File: src/rtl/inst_sequencer.sv
// rtl/inst_sequencer.sv - instruction fetch/decode sequencer with single-level REPEAT loops
// Optional SEQ_PERF_CNT_EN adds the issued_cnt handshake counter port.
module inst_sequencer #(
    parameter int INST_MEM_SIZE   = 32,
    parameter int INST_MEM_DEPTH  = 64,
    parameter int OPCODE_SIZE     = 5,
    parameter int REPEAT_CNT_SIZE = 16,
    localparam int AW = $clog2(INST_MEM_DEPTH)
) (
    input  logic                     clk,
    input  logic                     rst_n,
    input  logic                     start,
    input  logic [AW-1:0]            start_addr,
    output logic                     busy,
    output logic                     done,
    output logic                     err,
    output logic                     imem_rd_en,
    output logic [AW-1:0]            imem_addr,
    input  logic [INST_MEM_SIZE-1:0] imem_rdata,
    output logic                     inst_valid,
    input  logic                     inst_ready,
    output logic [3:0]               inst_op,
    output logic [26:0]              inst_arg
`ifdef SEQ_PERF_CNT_EN
    ,
    output logic [15:0]              issued_cnt
`endif
);

    typedef enum logic [1:0] {S_IDLE, S_FETCH, S_DECODE, S_ISSUE} state_t;

    localparam logic [OPCODE_SIZE-1:0] OP_HALT   = OPCODE_SIZE'(0);
    localparam logic [OPCODE_SIZE-1:0] OP_REPEAT = OPCODE_SIZE'(2);
    localparam logic [OPCODE_SIZE-1:0] OP_FIRST  = OPCODE_SIZE'(3);
    localparam logic [OPCODE_SIZE-1:0] OP_LAST   = OPCODE_SIZE'(10);

    state_t                     state, state_n;
    logic [AW-1:0]              pc, pc_n;
    logic [AW-1:0]              loop_start, loop_start_n;
    logic [AW-1:0]              loop_end, loop_end_n;
    logic [REPEAT_CNT_SIZE-1:0] loop_cnt, loop_cnt_n;
    logic                       loop_act, loop_act_n;
    logic                       err_n;
    logic [3:0]                 op_n;
    logic [26:0]                arg_n;

    logic [AW-1:0]              adv_pc;
    logic [REPEAT_CNT_SIZE-1:0] adv_cnt;
    logic                       adv_act;

    logic [OPCODE_SIZE-1:0]     opcode;
    logic [5:0]                 rep_len;
    logic [REPEAT_CNT_SIZE-1:0] rep_cnt;

    assign opcode  = imem_rdata[INST_MEM_SIZE-1 -: OPCODE_SIZE];
    assign rep_len = imem_rdata[26:21];
    assign rep_cnt = imem_rdata[REPEAT_CNT_SIZE-1:0];

    assign busy       = (state != S_IDLE);
    assign imem_rd_en = (state == S_FETCH);
    assign imem_addr  = pc;
    assign inst_valid = (state == S_ISSUE);

    // Sequential pc step shared by NOP-like words and retired issues; handles the loop back-edge.
    always_comb begin
        adv_pc  = pc + AW'(1);
        adv_cnt = loop_cnt;
        adv_act = loop_act;
        if (loop_act && pc == loop_end) begin
            if (loop_cnt != '0) begin
                adv_pc  = loop_start;
                adv_cnt = loop_cnt - REPEAT_CNT_SIZE'(1);
            end else begin
                adv_act = 1'b0;
            end
        end
    end

    always_comb begin
        state_n      = state;
        pc_n         = pc;
        loop_start_n = loop_start;
        loop_end_n   = loop_end;
        loop_cnt_n   = loop_cnt;
        loop_act_n   = loop_act;
        err_n        = err;
        op_n         = inst_op;
        arg_n        = inst_arg;
        done         = 1'b0;
        case (state)
            S_IDLE: begin
                if (start) begin
                    state_n    = S_FETCH;
                    pc_n       = start_addr;
                    err_n      = 1'b0;
                    loop_act_n = 1'b0;
                end
            end
            S_FETCH: state_n = S_DECODE;
            S_DECODE: begin
                state_n = S_FETCH;
                if (opcode == OP_HALT) begin
                    done    = 1'b1;
                    state_n = S_IDLE;
                end else if (opcode >= OP_FIRST && opcode <= OP_LAST) begin
                    op_n    = opcode[3:0];
                    arg_n   = imem_rdata[26:0];
                    state_n = S_ISSUE;
                end else if (opcode == OP_REPEAT && !loop_act && rep_cnt == '0) begin
                    pc_n = pc + AW'(rep_len) + AW'(1);
                end else if (opcode == OP_REPEAT && !loop_act && rep_len != '0) begin
                    loop_start_n = pc + AW'(1);
                    loop_end_n   = pc + AW'(rep_len);
                    loop_cnt_n   = rep_cnt - REPEAT_CNT_SIZE'(1);
                    loop_act_n   = 1'b1;
                    pc_n         = pc + AW'(1);
                end else begin
                    // NOP, zero-length REPEAT, nested REPEAT and unknown opcodes all step like NOP.
                    pc_n       = adv_pc;
                    loop_cnt_n = adv_cnt;
                    loop_act_n = adv_act;
                    if (opcode > OP_LAST || (opcode == OP_REPEAT && loop_act))
                        err_n = 1'b1;
                end
            end
            S_ISSUE: begin
                if (inst_ready) begin
                    pc_n       = adv_pc;
                    loop_cnt_n = adv_cnt;
                    loop_act_n = adv_act;
                    state_n    = S_FETCH;
                end
            end
            default: state_n = S_IDLE;
        endcase
    end

    always_ff @(posedge clk or negedge rst_n) begin
        if (!rst_n) begin
            state      <= S_IDLE;
            pc         <= '0;
            loop_start <= '0;
            loop_end   <= '0;
            loop_cnt   <= '0;
            loop_act   <= 1'b0;
            err        <= 1'b0;
            inst_op    <= '0;
            inst_arg   <= '0;
        end else begin
            state      <= state_n;
            pc         <= pc_n;
            loop_start <= loop_start_n;
            loop_end   <= loop_end_n;
            loop_cnt   <= loop_cnt_n;
            loop_act   <= loop_act_n;
            err        <= err_n;
            inst_op    <= op_n;
            inst_arg   <= arg_n;
        end
    end

`ifdef SEQ_PERF_CNT_EN
    always_ff @(posedge clk or negedge rst_n) begin
        if (!rst_n) begin
            issued_cnt <= '0;
        end else if (state == S_IDLE && start) begin
            issued_cnt <= '0;
        end else if (state == S_ISSUE && inst_ready && issued_cnt != 16'hFFFF) begin
            issued_cnt <= issued_cnt + 16'd1;
        end
    end
`endif

endmodule

File: config.mk
export PLATFORM = sky130hd
export DESIGN_NAME = inst_sequencer
export DESIGN_NICKNAME = d
export VERILOG_FILES = /design/src/rtl/inst_sequencer.sv
export SDC_FILE = /design/constraint.sdc
export NUM_CORES = 1
export LEC_CHECK = 0
export CAP_MARGIN = 20
export CORE_UTILIZATION = 45
export DETAILED_ROUTE_END_ITERATION = 6
export PLACE_DENSITY = 0.72
export SETUP_SLACK_MARGIN = 0.2
export SYNTH_ARGS = -nofsm -noshare
export SYNTH_HDL_FRONTEND = slang
export SYNTH_SLANG_ARGS = --single-unit
export TNS_END_PERCENT = 50
File: constraint.sdc
create_clock -name clk -period 3 [get_ports clk]
set_input_delay 0.6 -clock clk [delete_from_list [all_inputs] [get_ports clk]]
set_output_delay 0.6 -clock clk [all_outputs]
set_load 0.01 [all_outputs]
==> results.json <==
{
  "root_buffer": "clkbuf_8",
  "worst-path-max-fanout": 4,
  "drt_wl_total_um": 11800,
  "crit_slowest_cell": "clkdlybuf4s50_1",
  "synthArstFlopShare_pct": 100,
  "slowest_delay_ns": 0.51,
  "num_vias": 3965,
  "endpoint_kind": "flop",
  "critPathTopFamily": "adder cells",
  "hold_buffers": 0,
  "clock_path_buffers": 2,
  "wl_per_cell_um": 17.0,
  "netlist_area_um2": 4200,
  "die_x_um": 98.7,
  "die_area_um2": 9730,
  "synth-main-ff-cell": "dfrtp_1",
  "cp.arrival_ns": 2.98,
  "insertion_delay_ns": 0.35,
  "whs_ns": 0.278,
  "cts_tree": "done",
  "drtPass1Iterations": 6,
  "status": "finished, final reports clean",
  "grt_pass1_wl_um": 19300,
  "rsz0062_at_grt": "true",
  "fillers": 741,
  "crit_type": "in2reg",
  "grt_max_degree": 43,
  "hpwl_um": 8920,
  "ys_ff_latch": 69,
  "cts_made_buffers": 9,
  "via_per_inst": 5.69,
  "diodes": 0,
  "ir_drop_v": 0.000505,
  "nets": 641,
  "clk_pin_slew_ns": 0.08,
  "hold_class": "in2async",
  "clkSinkCount": 69,
  "dr.first_iter.drc_count": 257,
  "first_global_vias": 3828,
  "final.min_clock_period_ns": 2.75,
  "finalMaxSlewViolations": 0,
  "leakagePower_nw": 2.45,
  "start_util_pct": 47.3,
  "met3_usage_pct": 5.46,
  "grt.overflow.total": 0,
  "cp-start-kind": "input port",
  "syn_avg_cell_area_um2": 8.94,
  "maxCapViolations": 0,
  "clock.fmax_mhz": 364,
  "crit_chain": "clkdlybuf4s50_1 -> ha_1 -> inv_1 -> fa_1 -> xnor2_1 -> nand2_1 -> nor3_1 -> xor2_1 -> a221oi_1 -> a21oi_1",
  "ioPinCount": 84,
  "crit_buf_inv": 2,
  "synth-edff-count": 0,
  "drive_above_1_share_pct": 13.9,
  "setup_viol": 0,
  "period_share_pct": 91.6,
  "netlist_instances": 470,
  "worst_clock_skew_ns": 0.00999,
  "area_delta_synth_final_pct": 33.6,
  "die_y_um": 98.7,
  "ys_seq_area_share_pct": 41.1,
  "finalHoldViolCount": 0,
  "drc": 0,
  "place_area_um2": 5370,
  "gr-usage-met2_pct": 39.3,
  "synth_cell_types": 68,
  "htreeDepth": 3,
  "rows": 34,
  "antenna_found_initial": 0,
  "yosysWarnings": 0,
  "crit_required_ns": 3.23,
  "grt.busiest_layer": "met2",
  "grtUsageMet1_pct": 35.3,
  "tightest_slew_ns": 0.678,
  "power.density_nw_per_um2": 925,
  "antenna_left": 0,
  "syn_nets": 526,
  "final_cell_area_um2": 5620,
  "core_um2": 8890,
  "grt_use_total_pct": 25.3,
  "io_buffer_count": 83,
  "gp_congestion": 0.882,
  "maxSlewHeadroom_pct": 54.8
}
[path summary, 6_finish.rpt]
check / cells after the start / start / endpoint / slack [ns]
min reg2reg: 2 / inst_arg[11] / inst_arg[11] / 0.48
max in group asynchronous: 2 / rst_n / inst_arg[3] / 2.05
min in group clk: 2 / inst_arg[11] / inst_arg[11] / 0.48
max: 10 / imem_rdata[21] / imem_addr[4] / 0.25
max reg2reg: 8 / state[0] / imem_addr[5] / 0.47
min: 1 / rst_n / loop_start[3] / 0.28
[cells in the mapped netlist, drive strengths merged (7+ instances only)]
cell    number  area [um^2]
o21ai       16         80.1
nand3       16         85.1
dfrtp       69         1730
o22a        11         96.3
nor2        38          143
clkbuf       7         27.5
a21oi       25          140
ha          13          163
nor3        13         91.3
xnor2       18          158
buf         12         78.8
a31oi        8         50.1
nor4         7         86.3
inv         18         67.6
mux2         9          109
xor2        13          114
nand2      101          379
[kinds of logic after synthesis]
| logic type | after synthesis | share of synthesized area, % |
|---|---|---|
| fa+ha+maj | 14 | 4.35 |
| mux | 11 | 3.07 |
| flops | 69 | 41.1 |
| xor+xnor | 31 | 6.46 |
| compound gates | 97 | 16.1 |
| simple gates | 211 | 24.8 |
| buf+inv | 37 | 4.14 |
[per-layer routing]
| layer | routed length, um | vias up |
|---|---|---|
| met1 | 5370 | 1911 |
| met5 | 0 | - |
| met2 | 5470 | 147 |
| li1 | - | 1885 |
| met3 | 766 | 22 |
| met4 | 232 | 0 |
[cells in the final DEF, fill, tap and decap left out, types with 4 or more instances in the layout]
| cell | Yosys | final |
|---|---|---|
| a21oi_1 | 23 | 22 |
| a22oi_1 | 6 | 6 |
| a31oi_1 | 8 | 8 |
| a32oi_1 | 4 | 4 |
| and3_1 | 5 | 5 |
| buf_4 | 0 | 37 |
| clkbuf_8 | 0 | 10 |
| clkdlybuf4s50_1 | 0 | 81 |
| dfrtp_1 | 69 | 69 |
| ha_1 | 13 | 13 |
| inv_1 | 18 | 18 |
| mux2_2 | 6 | 6 |
| nand2_1 | 101 | 101 |
| nand2b_1 | 5 | 5 |
| nand3_1 | 15 | 15 |
| nand4_1 | 5 | 5 |
| nor2_1 | 38 | 37 |
| nor3_1 | 9 | 9 |
| o21ai_0 | 15 | 15 |
| o22a_1 | 11 | 11 |
| xnor2_1 | 18 | 18 |
| xor2_1 | 13 | 12 |
[through the flow]
stage	utilization, %	setup slack (ns)	total power [mW]	cells	TNS [ns]
after floorplan	-	0.654	3.14	470	0
after global placement	60.4	-0.0277	4.22	680	-0.0295
after detailed placement	60.4	-0.123	4.30	680	-0.273
after CTS	62.9	0.199	5.17	696	0
after global routing	63.2	0.185	5.53	697	0
final	63.2	0.252	5.20	697	0
[timing repair]
item / 4_1_cts / 5_1_grt
setup buffers: 1 / 0
resized for setup: 2 / 2
setup endpoints to repair: 1 / 2
pin swaps: 1 / 2
hold endpoints to repair: 0 / 0
cloned: 0 / 0
[sequential cells by signal (all words and copies together), names as in the netlist]
signal and flops:
inst_arg 27, loop_cnt 16, imem_addr 6, loop_end 6, loop_start 6, inst_op 4, state 2, err 1
loop_act 1
[report_power, final]
part	switching [mW]	total [mW]	internal, mW
combinational	1.32	2.60	1.28
clock	0.380	0.844	0.463
sequential	0.388	1.75	1.36
[layout make-up]
| cell class | instances | area (um^2) | area share, % |
|---|---|---|---|
| tap | 108 | 135 | 2.41 |
| sequential | 69 | 1730 | 30.7 |
| inverter | 18 | 67.6 | 1.20 |
| clock inverter | 6 | 88.8 | 1.58 |
| multi-input combinational | 364 | 2320 | 41.3 |
| clock buffer | 9 | 124 | 2.21 |
| timing repair buffer | 123 | 1160 | 20.6 |
Power figures use the tool's default switching activity.
